==> src/rtl/dmx_frame_sequencer_pkg.sv <==
// Shared types and constants for the DMX512 frame sequencer and its prefetch buffer.
// Timing defaults assume a 27 MHz system clock.
package dmx_pkg;

  typedef enum logic [2:0] {
    ST_IDLE   = 3'd0,
    ST_BREAK  = 3'd1,
    ST_MAB    = 3'd2,
    ST_SEND   = 3'd3,
    ST_TXWAIT = 3'd4,
    ST_MBB    = 3'd5
  } dmx_state_e;

  localparam logic [7:0] DMX_START_CODE = 8'h00;
  // Byte substituted for a slot whose lookup came back with the wrong address
  localparam logic [7:0] DMX_FAULT_BYTE = 8'h00;

  localparam int DMX_MAX_SLOTS = 512;

  localparam int DMX_DEF_BREAK_CYCLES   = 2700;
  localparam int DMX_DEF_MAB_CYCLES     = 324;
  localparam int DMX_DEF_MBB_CYCLES     = 0;
  localparam int DMX_DEF_LOOKUP_LATENCY = 2;

  // Cycles at the start of TXWAIT in which tx_busy has not yet caught up with tx_start
  localparam logic [15:0] DMX_TXWAIT_BLIND = 16'd2;

endpackage

==> src/rtl/dmx_frame_sequencer_prefetch_buf.sv <==
// One-deep lookup tracker: remembers the outstanding request address, times the
// processor latency, and holds the returned byte until the sequencer sends it.
module dmx_prefetch_buf
  import dmx_pkg::*;
#(
  parameter int LOOKUP_LATENCY = DMX_DEF_LOOKUP_LATENCY
) (
  input  logic       i_clk,
  input  logic       i_reset,
  input  logic       i_req,
  input  logic [8:0] i_req_addr,
  input  logic       i_consume,
  input  logic [8:0] i_proc_addr,
  input  logic [7:0] i_proc_data,
  output logic       o_valid,
  output logic [7:0] o_data,
  output logic       o_addr_err
);

  logic [LOOKUP_LATENCY-1:0] r_lat;
  logic [LOOKUP_LATENCY:0]   w_taps;
  logic                      w_capture;
  logic                      w_match;
  logic [8:0]                r_pend_addr;
  logic [7:0]                r_data;
  logic                      r_valid;
  logic                      r_addr_err;

  // Tap LOOKUP_LATENCY is high exactly in the cycle the processor result is valid
  assign w_taps    = {r_lat, i_req};
  assign w_capture = w_taps[LOOKUP_LATENCY];
  assign w_match   = (i_proc_addr == r_pend_addr);

  // Latency pipe, pending address, buffer and sticky address-error flag
  always_ff @(posedge i_clk) begin
    if (!i_reset) begin
      r_lat       <= '0;
      r_pend_addr <= 9'd0;
      r_data      <= 8'h00;
      r_valid     <= 1'b0;
      r_addr_err  <= 1'b0;
    end else begin
      r_lat <= w_taps[LOOKUP_LATENCY-1:0];
      if (i_req) begin
        r_pend_addr <= i_req_addr;
      end
      if (w_capture) begin
        r_valid <= 1'b1;
        r_data  <= w_match ? i_proc_data : DMX_FAULT_BYTE;
        if (!w_match) begin
          r_addr_err <= 1'b1;
        end
      end else if (i_consume) begin
        r_valid <= 1'b0;
      end
    end
  end

  assign o_valid    = r_valid;
  assign o_data     = r_data;
  assign o_addr_err = r_addr_err;

endmodule

==> src/rtl/dmx_frame_sequencer.sv <==
// DMX512 frame sequencer: break / mark-after-break / start code / slot bytes,
// with one-slot-ahead lookups into dmx_processor so the serializer never waits.
module dmx_frame_sequencer
  import dmx_pkg::*;
#(
  parameter int NUM_SLOTS      = DMX_MAX_SLOTS,
  parameter int BREAK_CYCLES   = DMX_DEF_BREAK_CYCLES,
  parameter int MAB_CYCLES     = DMX_DEF_MAB_CYCLES,
  parameter int MBB_CYCLES     = DMX_DEF_MBB_CYCLES,
  parameter int LOOKUP_LATENCY = DMX_DEF_LOOKUP_LATENCY
) (
  input  logic       i_clk,
  input  logic       i_reset,
  input  logic       i_enable,
  output logic [8:0] o_request_addr,
  output logic       o_request_pulse,
  input  logic [8:0] i_proc_addr,
  input  logic [7:0] i_proc_data,
  output logic [7:0] o_tx_data,
  output logic       o_tx_start,
  input  logic       i_tx_busy,
  output logic       o_line_break,
  output logic       o_frame_done,
  output logic       o_busy,
  output logic       o_addr_err
);

  localparam logic [15:0] BREAK_LAST = 16'(BREAK_CYCLES - 1);
  localparam logic [15:0] MAB_LAST   = 16'(MAB_CYCLES - 1);
  localparam logic [15:0] MBB_LAST   = 16'(MBB_CYCLES - 1);
  localparam logic [9:0]  LAST_SLOT  = 10'(NUM_SLOTS);
  localparam bit          MBB_SKIP   = (MBB_CYCLES == 0);

  dmx_state_e  r_state;
  dmx_state_e  w_state_nxt;
  logic [15:0] r_cnt;
  logic [15:0] w_cnt_nxt;
  logic [9:0]  r_slot;
  logic [9:0]  w_slot_nxt;
  logic        w_launch;
  logic [9:0]  w_launch_slot;
  logic        w_consume;
  logic        r_req_pulse;
  logic        w_req_nxt;
  logic [8:0]  r_req_addr;
  logic [8:0]  w_req_addr_nxt;
  logic        r_tx_start;
  logic        w_tx_start_nxt;
  logic [7:0]  r_tx_data;
  logic [7:0]  w_tx_data_nxt;
  logic        r_frame_done;
  logic        w_frame_done_nxt;
  logic        r_line_break;
  logic        r_busy;
  logic        w_buf_valid;
  logic [7:0]  w_buf_data;

  dmx_prefetch_buf #(
    .LOOKUP_LATENCY(LOOKUP_LATENCY)
  ) u_prefetch (
    .i_clk      (i_clk),
    .i_reset    (i_reset),
    .i_req      (r_req_pulse),
    .i_req_addr (r_req_addr),
    .i_consume  (w_consume),
    .i_proc_addr(i_proc_addr),
    .i_proc_data(i_proc_data),
    .o_valid    (w_buf_valid),
    .o_data     (w_buf_data),
    .o_addr_err (o_addr_err)
  );

  // Next-state, counters and next values of the registered outputs
  always_comb begin
    w_state_nxt      = r_state;
    w_cnt_nxt        = r_cnt;
    w_slot_nxt       = r_slot;
    w_launch         = 1'b0;
    w_launch_slot    = r_slot;
    w_consume        = 1'b0;
    w_req_nxt        = 1'b0;
    w_req_addr_nxt   = r_req_addr;
    w_tx_start_nxt   = 1'b0;
    w_tx_data_nxt    = r_tx_data;
    w_frame_done_nxt = 1'b0;

    case (r_state)
      ST_IDLE: begin
        if (i_enable) begin
          w_state_nxt = ST_BREAK;
          w_cnt_nxt   = 16'd0;
          w_slot_nxt  = 10'd0;
        end else begin
          w_state_nxt = ST_IDLE;
        end
      end
      ST_BREAK: begin
        if (r_cnt == BREAK_LAST) begin
          w_state_nxt    = ST_MAB;
          w_cnt_nxt      = 16'd0;
          w_req_nxt      = 1'b1;
          w_req_addr_nxt = 9'd0;
        end else begin
          w_cnt_nxt = r_cnt + 16'd1;
        end
      end
      ST_MAB: begin
        if (r_cnt == MAB_LAST) begin
          w_state_nxt = ST_SEND;
          w_cnt_nxt   = 16'd0;
        end else begin
          w_cnt_nxt = r_cnt + 16'd1;
        end
      end
      ST_SEND: begin
        if (!i_tx_busy && ((r_slot == 10'd0) || w_buf_valid)) begin
          w_launch      = 1'b1;
          w_launch_slot = r_slot;
        end else begin
          w_state_nxt = ST_SEND;
        end
      end
      ST_TXWAIT: begin
        // A ready next byte launches straight from TXWAIT, saving the SEND cycle
        if (r_cnt < DMX_TXWAIT_BLIND) begin
          w_cnt_nxt = r_cnt + 16'd1;
        end else if (i_tx_busy) begin
          w_state_nxt = ST_TXWAIT;
        end else if (r_slot != LAST_SLOT) begin
          if (w_buf_valid) begin
            w_launch      = 1'b1;
            w_launch_slot = r_slot + 10'd1;
          end else begin
            w_state_nxt = ST_SEND;
            w_slot_nxt  = r_slot + 10'd1;
          end
        end else begin
          w_frame_done_nxt = 1'b1;
          w_cnt_nxt        = 16'd0;
          if (!MBB_SKIP) begin
            w_state_nxt = ST_MBB;
          end else if (i_enable) begin
            w_state_nxt = ST_BREAK;
            w_slot_nxt  = 10'd0;
          end else begin
            w_state_nxt = ST_IDLE;
          end
        end
      end
      ST_MBB: begin
        if (r_cnt == MBB_LAST) begin
          w_cnt_nxt   = 16'd0;
          w_slot_nxt  = 10'd0;
          w_state_nxt = i_enable ? ST_BREAK : ST_IDLE;
        end else begin
          w_cnt_nxt = r_cnt + 16'd1;
        end
      end
      default: begin
        w_state_nxt = ST_IDLE;
        w_cnt_nxt   = 16'd0;
        w_slot_nxt  = 10'd0;
      end
    endcase

    // Slot 1 was already requested during MAB, so the start code launches no lookup
    if (w_launch) begin
      w_state_nxt    = ST_TXWAIT;
      w_cnt_nxt      = 16'd0;
      w_slot_nxt     = w_launch_slot;
      w_tx_start_nxt = 1'b1;
      if (w_launch_slot == 10'd0) begin
        w_tx_data_nxt = DMX_START_CODE;
      end else begin
        w_tx_data_nxt = w_buf_data;
        w_consume     = 1'b1;
      end
      if ((w_launch_slot != 10'd0) && (w_launch_slot != LAST_SLOT)) begin
        w_req_nxt      = 1'b1;
        w_req_addr_nxt = w_launch_slot[8:0];
      end else begin
        w_req_nxt = 1'b0;
      end
    end else begin
      w_consume = 1'b0;
    end
  end

  // State, counters and registered outputs
  always_ff @(posedge i_clk) begin
    if (!i_reset) begin
      r_state      <= ST_IDLE;
      r_cnt        <= 16'd0;
      r_slot       <= 10'd0;
      r_req_pulse  <= 1'b0;
      r_req_addr   <= 9'd0;
      r_tx_start   <= 1'b0;
      r_tx_data    <= 8'h00;
      r_frame_done <= 1'b0;
      r_line_break <= 1'b0;
      r_busy       <= 1'b0;
    end else begin
      r_state      <= w_state_nxt;
      r_cnt        <= w_cnt_nxt;
      r_slot       <= w_slot_nxt;
      r_req_pulse  <= w_req_nxt;
      r_req_addr   <= w_req_addr_nxt;
      r_tx_start   <= w_tx_start_nxt;
      r_tx_data    <= w_tx_data_nxt;
      r_frame_done <= w_frame_done_nxt;
      r_line_break <= (w_state_nxt == ST_BREAK);
      r_busy       <= (w_state_nxt != ST_IDLE);
    end
  end

  assign o_request_addr  = r_req_addr;
  assign o_request_pulse = r_req_pulse;
  assign o_tx_data       = r_tx_data;
  assign o_tx_start      = r_tx_start;
  assign o_line_break    = r_line_break;
  assign o_frame_done    = r_frame_done;
  assign o_busy          = r_busy;

endmodule

==> config.mk <==
export PLATFORM = sky130hd
export DESIGN_NAME = dmx_frame_sequencer
export DESIGN_NICKNAME = d
export VERILOG_FILES = /design/src/rtl/dmx_frame_sequencer_pkg.sv /design/src/rtl/dmx_frame_sequencer_prefetch_buf.sv /design/src/rtl/dmx_frame_sequencer.sv
export SDC_FILE = /design/constraint.sdc
export NUM_CORES = 1
export LEC_CHECK = 0
export CORE_UTILIZATION = 51
export CTS_CLUSTER_SIZE = 14
export DETAILED_ROUTE_END_ITERATION = 12
export PLACE_DENSITY = 0.86
export SYNTH_ARGS = -nofsm -noshare
export SYNTH_HDL_FRONTEND = slang
export SYNTH_SLANG_ARGS = --single-unit
==> constraint.sdc <==
create_clock -name i_clk -period 2.39 [get_ports i_clk]
set_clock_uncertainty 0.05 [all_clocks]
set_input_delay 0.478 -clock i_clk [delete_from_list [all_inputs] [get_ports i_clk]]
set_output_delay 0.478 -clock i_clk [all_outputs]
set_load 0.02 [all_outputs]
==> metrics.txt, run 1 <==
Post-Place Worst Slack -0.3850 ns; Die Area 0.007877 mm2; Final period util 108.7%; initial antenna violation count 0; Synth Area per Inst 8.363 um2; Core Area 0.007253 mm2; maxcap violations 0; Crit path required time 2.58 ns; Final Wtd Congestion 0.9443; flops & latches, synth 72; mapped cell area 0.003839 mm2; clock tree buffer depth 2; crit path from r_slot[0]; relative slew slack 59.20%; leakage power 2.119 nW; asr flop ratio synth 0%; CTS buffer count 9; Initial Util 52.92%; detailed placement HPWL 9202 um; Overflow after GRT 0; P per Cell Area 470.8 mW/mm2; Nets 625; end of the critical path r_cnt[7]; Register-to-Register Setup Slack -0.21 ns; Seq/Total Area, Yosys 37.55%; DR vias 4265; CTS tree built; Synth-to-Final Area Change 45.34%; Post-CTS Hold Fix Bufs 0; DRC viols 0; CTS sink cnt 72; Worst-Margin Slew 0.6097 ns; Ys Warns 0; net switching power 0.7193 mW; H-tree Lvls 3; worst endpoint data arrival time 2.79 ns; Clock power frac 36.7%; failing checks setup timing; Gate Count Post-Synth 459; final setup violation count 40; EDFF count, synth 0; min setup slack post-route -0.2088 ns; Die Span Y 88.76 um; share of power burned in registers 46.8%; first-pass detailed-route iteration total 5; commonest non-fill, non-tap cell in the layout buf_4; Die Wd 88.76 um; Internal 1.907 mW; first-pass GRT wire length 19510 um; Yosys cell types 65; Worst Reg-to-Reg Cells 9; routed len/inst 18.91 um; CTS Root Cell clkbuf_8; Core Util, Final 76.92%; fillers 448; Worst VDD drop 0.2838 mV; Diodes inserted 0; Sw Ratio 27.39%; num rows 31; status complete, but fails checks; minimum clock period 2.599 ns; CP Launch Type flip-flop; most frequent cells in the layout buf_4 (111), dfxtp_1 (67), nor2_1 (52), clkdlybuf4s50_1 (43), a21oi_1 (29); RSZ-0062 raised after global routing true; max-slew violations 0; clock transition at the registers of the reported paths 0.09 ns; HP Class reg -> reg; FF+latch area 0.001448 mm2; Top Ports 44; largest net degree at the start of global routing 17; Hold Vio Cnt, Final 0; overall routing resource usage 33.31%; 1st-iter DRT viols 361; WS Path Type reg -> reg; Final ANT Viol Nets 0; Post-Syn Nets 483; IO Port Bufs 43; largest fanout on the critical path 7; reg-to-reg startpoint r_slot[0]; Multi-input gate area 0.002464 mm2; final WL 13330 um; fraction of layout cells with a size suffix above 1 31.85%; vias per cell 6.050; Top FF cell, synth dfxtp_1; vias in the first global route 4087; Critical Path Sink Type flip-flop; r2r endpoint r_cnt[7]; combinational share of power 16.5%; total negative setup slack -4.734 ns; Peak Freq 0.3848 GHz; clk_lat worst skew 0.35 ns
registers in the layout, summed over array words and instances, names as in the netlist:
signal	count
o_busy	1
o_frame_done	1
o_line_break	1
o_request_addr	9
o_request_pulse	1
o_tx_data	8
o_tx_start	1
r_cnt	16
r_slot	10
r_state	3
u_prefetch.o_addr_err	1
u_prefetch.o_data	8
u_prefetch.o_valid	1
u_prefetch.r_lat	2
u_prefetch.r_pend_addr	9
repair_timing:
action	in CTS	in global routing
pin swaps	17	10
hold endpoints to repair	0	0
setup endpoints to repair	41	47
setup buffers	3	2
cloned	1	0
gates resized for setup	22	28
synthesized netlist by cell type (all sizes together) (6+ instances only):
master  number  area, um2
dfxtp       72       1441
nor2        62      237.7
a21oi       30      150.1
nand2       30      112.6
nand3       30      160.2
o21ai       22      110.1
xnor2       22      192.7
nor3        18      116.4
a22o        16      140.1
buf         13      81.33
clkbuf      13      48.80
inv         13      48.79
mux2i       13      130.1
xor2        12      105.1
and3        11      68.82
nor4        11      87.59
nand4        8      65.06
a31oi        6      52.55
o31ai        6      45.04
logic make-up (layout without fill, tap and decap cells):
family	Yosys count	after routing	synth area share [%]
simple gates	191	191	26.66
compound gates	105	106	18.61
flops	72	72	37.55
buf+inv	40	186	4.759
xor+xnor	34	34	7.757
mux	14	14	3.683
fa+ha+maj	3	3	0.9779
per-stage QoR:
| step | cell area, um2 | hold slack [ns] | std cells | power, mW |
|---|---|---|---|---|
| 2_1_floorplan | 3864 | 0.3619 | 459 | 1.447 |
| 3_3_place_gp | 5119 | 0.3750 | 684 | 1.615 |
| 3_5_place_dp | 5119 | 0.3861 | 684 | 1.629 |
| 4_1_cts | 5453 | 0.4085 | 703 | 2.604 |
| 5_1_grt | 5579 | 0.4289 | 705 | 2.707 |
| 6_report | 5579 | 0.4052 | 705 | 2.626 |
area by class of cell:
type | instances | area share (%)
Clock inverter | 7 | 1.301
Sequential cell | 72 | 25.95
Inverter | 14 | 0.9419
Multi-Input combinational cell | 348 | 44.16
Tap cell | 99 | 2.220
Clock buffer | 9 | 2.220
Timing Repair Buffer | 156 | 23.21
how the worst min path moves through the flow:
stage / start / endpoint / cells after the start
CTS: u_prefetch.r_lat[0] / u_prefetch.r_lat[1] / 1
global placement: u_prefetch.r_lat[0] / u_prefetch.r_lat[1] / 1
detailed placement: u_prefetch.r_lat[0] / u_prefetch.r_lat[1] / 1
finish: u_prefetch.r_lat[0] / u_prefetch.r_lat[1] / 1
floorplan: u_prefetch.r_lat[0] / u_prefetch.r_lat[1] / 1
global route: u_prefetch.r_lat[0] / u_prefetch.r_lat[1] / 1
critical path, cell delays in order (launching register included):
cell and delay (ns):
dfxtp_2 0.33, inv_2 0.08, ha_4 0.14, or4b_4 0.50
or4_4 0.45, a31oi_4 0.26, nand4_4 0.26, nor3_2 0.21
xnor2_1 0.16, nor2_1 0.05
layer usage:
layer	GRT usage, %	part of all wire, %
met1	37.21	39
met2	56.92	49
met3	8.302	6.4
met4	20.67	5.1
met5	0	0
power by group through the flow:
stage / combinational [mW] / clock (mW) / sequential [mW]
floorplan: 0.188 / 0 / 1.26
global placement: 0.362 / 0 / 1.25
detailed placement: 0.374 / 0 / 1.25
CTS: 0.411 / 0.966 / 1.23
global route: 0.456 / 1.02 / 1.23
finish: 0.433 / 0.965 / 1.23
No activity file was read; power rests on OpenSTA's default activity.
==> run 2: changes to the inputs <==
--- a/config.mk
+++ b/config.mk
@@ -8,7 +8,7 @@
 export CORE_UTILIZATION = 51
 export CTS_CLUSTER_SIZE = 14
 export DETAILED_ROUTE_END_ITERATION = 12
-export PLACE_DENSITY = 0.86
+export PLACE_DENSITY = 0.76
 export SYNTH_ARGS = -nofsm -noshare
 export SYNTH_HDL_FRONTEND = slang
 export SYNTH_SLANG_ARGS = --single-unit
==> run 2 against run 1 <==
Net effect:
- the run still ends with setup timing left
- via count shrank 2.3%
- setup slack better by 0.0069 ns
- global-route usage decreased by 0.83 points
- routed wire length shrank 3.2%
- critical endpoint is now r_cnt[15]
- register-to-register slack about the same
- critical path type unchanged
- largest cell class unchanged
- largest power group unchanged
- sequential power is essentially flat
==> metrics.txt, run 2 (synthesized netlist as in run 1, its figures left out) <==
status complete, but fails checks; failing checks setup timing; Die Span Y 88.76 um; Critical Path Sink Type flip-flop; Final ANT Viol Nets 0; Core Area 0.007253 mm2; routed len/inst 18.23 um; first-pass detailed-route iteration total 5; Core Util, Final 79.58%; Largest regs r_cnt (16), r_slot (10); Worst VDD drop 0.3077 mV; placed insts 679; Largest stage delay, worst path 0.50 ns; Finished Cell Area 0.005772 mm2; Post-Place Worst Slack -0.3176 ns; clock tree buffer depth 2; CP Launch Type flip-flop; Diodes inserted 0; vias in the first global route 3948; H-tree Lvls 3; DR vias 4165; vias per cell 5.883; fraction of layout cells with a size suffix above 1 35.47%; RSZ-0062 raised after global routing true; most frequent cells in the layout buf_4 (106), dfxtp_1 (63), nor2_1 (51), clkdlybuf4s50_1 (43), nand2_1 (29); CTS tree built; Cell Area, Placed 0.005081 mm2; critical path's top delay family simple AND/OR/NAND/NOR gates; overall routing resource usage 32.48%; clk_lat worst skew 0.36 ns; max reg flops 16; DRC viols 0; initial antenna violation count 0; Final period util 108.4%; largest net degree at the start of global routing 16; WS Path Type reg -> reg; first-pass GRT wire length 19020 um; HP Class reg -> reg; Biggest register r_cnt; IO Port Bufs 43; total negative setup slack -3.679 ns; total power draw 2.713 mW; CTS sink cnt 72; Synth-to-Final Area Change 50.36%; CTS buffer count 9; Post-CTS Hold Fix Bufs 0; 1st-iter DRT viols 284; Crit-path slowest cell or4b_4; Buffers & Inverters on Critical Path 2; Initial Util 52.92%; max-slew violations 0; detailed placement HPWL 8929 um; commonest non-fill, non-tap cell in the layout buf_4; P per Cell Area 470.1 mW/mm2; clock transition at the registers of the reported paths 0.09 ns; Final Wtd Congestion 0.9709; maxcap violations 0; fin cells 708; Hold Vio Cnt, Final 0; Nets 628; leakage power 2.188 nW; final setup violation count 35; Crit path required time 2.60 ns; relative slew slack 65.24%; num rows 31; Overflow after GRT 0; Die Wd 88.76 um; final WL 12910 um; CTS Root Cell clkbuf_8; Peak Freq 0.3858 GHz; minimum clock period 2.592 ns; worst endpoint data arrival time 2.80 ns; largest fanout on the critical path 7; Worst-Margin Slew 0.5174 ns; WHS 0.3965 ns; critical path, cell by cell inv_2 > ha_4 > or4b_4 > or4_4 > a31oi_4 > buf_6 > nand4_4 > nor3_4 > xnor2_1 > nor2_1; Top Ports 44; min setup slack post-route -0.2018 ns; Die Area 0.007877 mm2
-- run 2: changes by cell type in the layout (fill, tap and decap cells not counted), moves of 3 or more --
cell and delta:
nor3_1 -3, buf_6 +8, nor3_2 +3, dfxtp_2 +4, nand3_1 -4, buf_4 -5, nor2_2 +3, o21ai_0 -9
o21ai_1 +7, dfxtp_1 -4
-- run 2: final timing paths --
path / startpoint / to / depth (start not counted) / slack (ns)
setup reg to reg: r_slot[0] / r_cnt[15] / 10 / -0.20
hold / removal: u_prefetch.r_lat[0] / u_prefetch.r_lat[1] / 1 / 0.40
hold reg to reg: u_prefetch.r_lat[0] / u_prefetch.r_lat[1] / 1 / 0.40
setup / recovery: r_slot[0] / r_cnt[15] / 10 / -0.20
-- run 2: area by class of cell --
class / count / area (um2)
multi-input cells: 348 / 2586
repair buffers: 159 / 1348
inverters: 14 / 52.55
clock buffers: 9 / 123.9
well taps: 99 / 123.9
fillers: 484 / 1481
flip-flops and latches: 72 / 1453
clock inverters: 7 / 85.08
-- run 2: repair_timing --
| item | in CTS | in global routing |
|---|---|---|
| pin swaps | 30 | 38 |
| cloned | 1 | 0 |
| gates resized for setup | 30 | 64 |
| buffers inserted | 5 | 8 |
| setup endpoints to repair | 38 | 48 |
-- run 2: metal layers --
layer,part of all wire (%),up-vias,track usage (%)
li1,-,1955,-
met3,7.4,57,6.343
met2,49,214,56.71
met1,40,1939,37.58
met4,4.0,0,17.16
met5,0,-,0
-- run 2: worst reg2reg max path, delay by kind of cell (launching register included) --
| family | cells | cell delay, ns |
|---|---|---|
| AOI/OAI and AO/OA | 1 | 0.23 |
| DFF | 1 | 0.34 |
| buffers and inverters | 2 | 0.21 |
| adders and majority gates | 1 | 0.14 |
| and+or+nand+nor | 5 | 1.38 |
| xor gates and xnor gates | 1 | 0.15 |
-- run 2: power by group --
part,switching [mW],internal (mW),total [mW]
logic,0.220,0.226,0.446
clock network,0.533,0.504,1.04
registers,0.0153,1.22,1.23
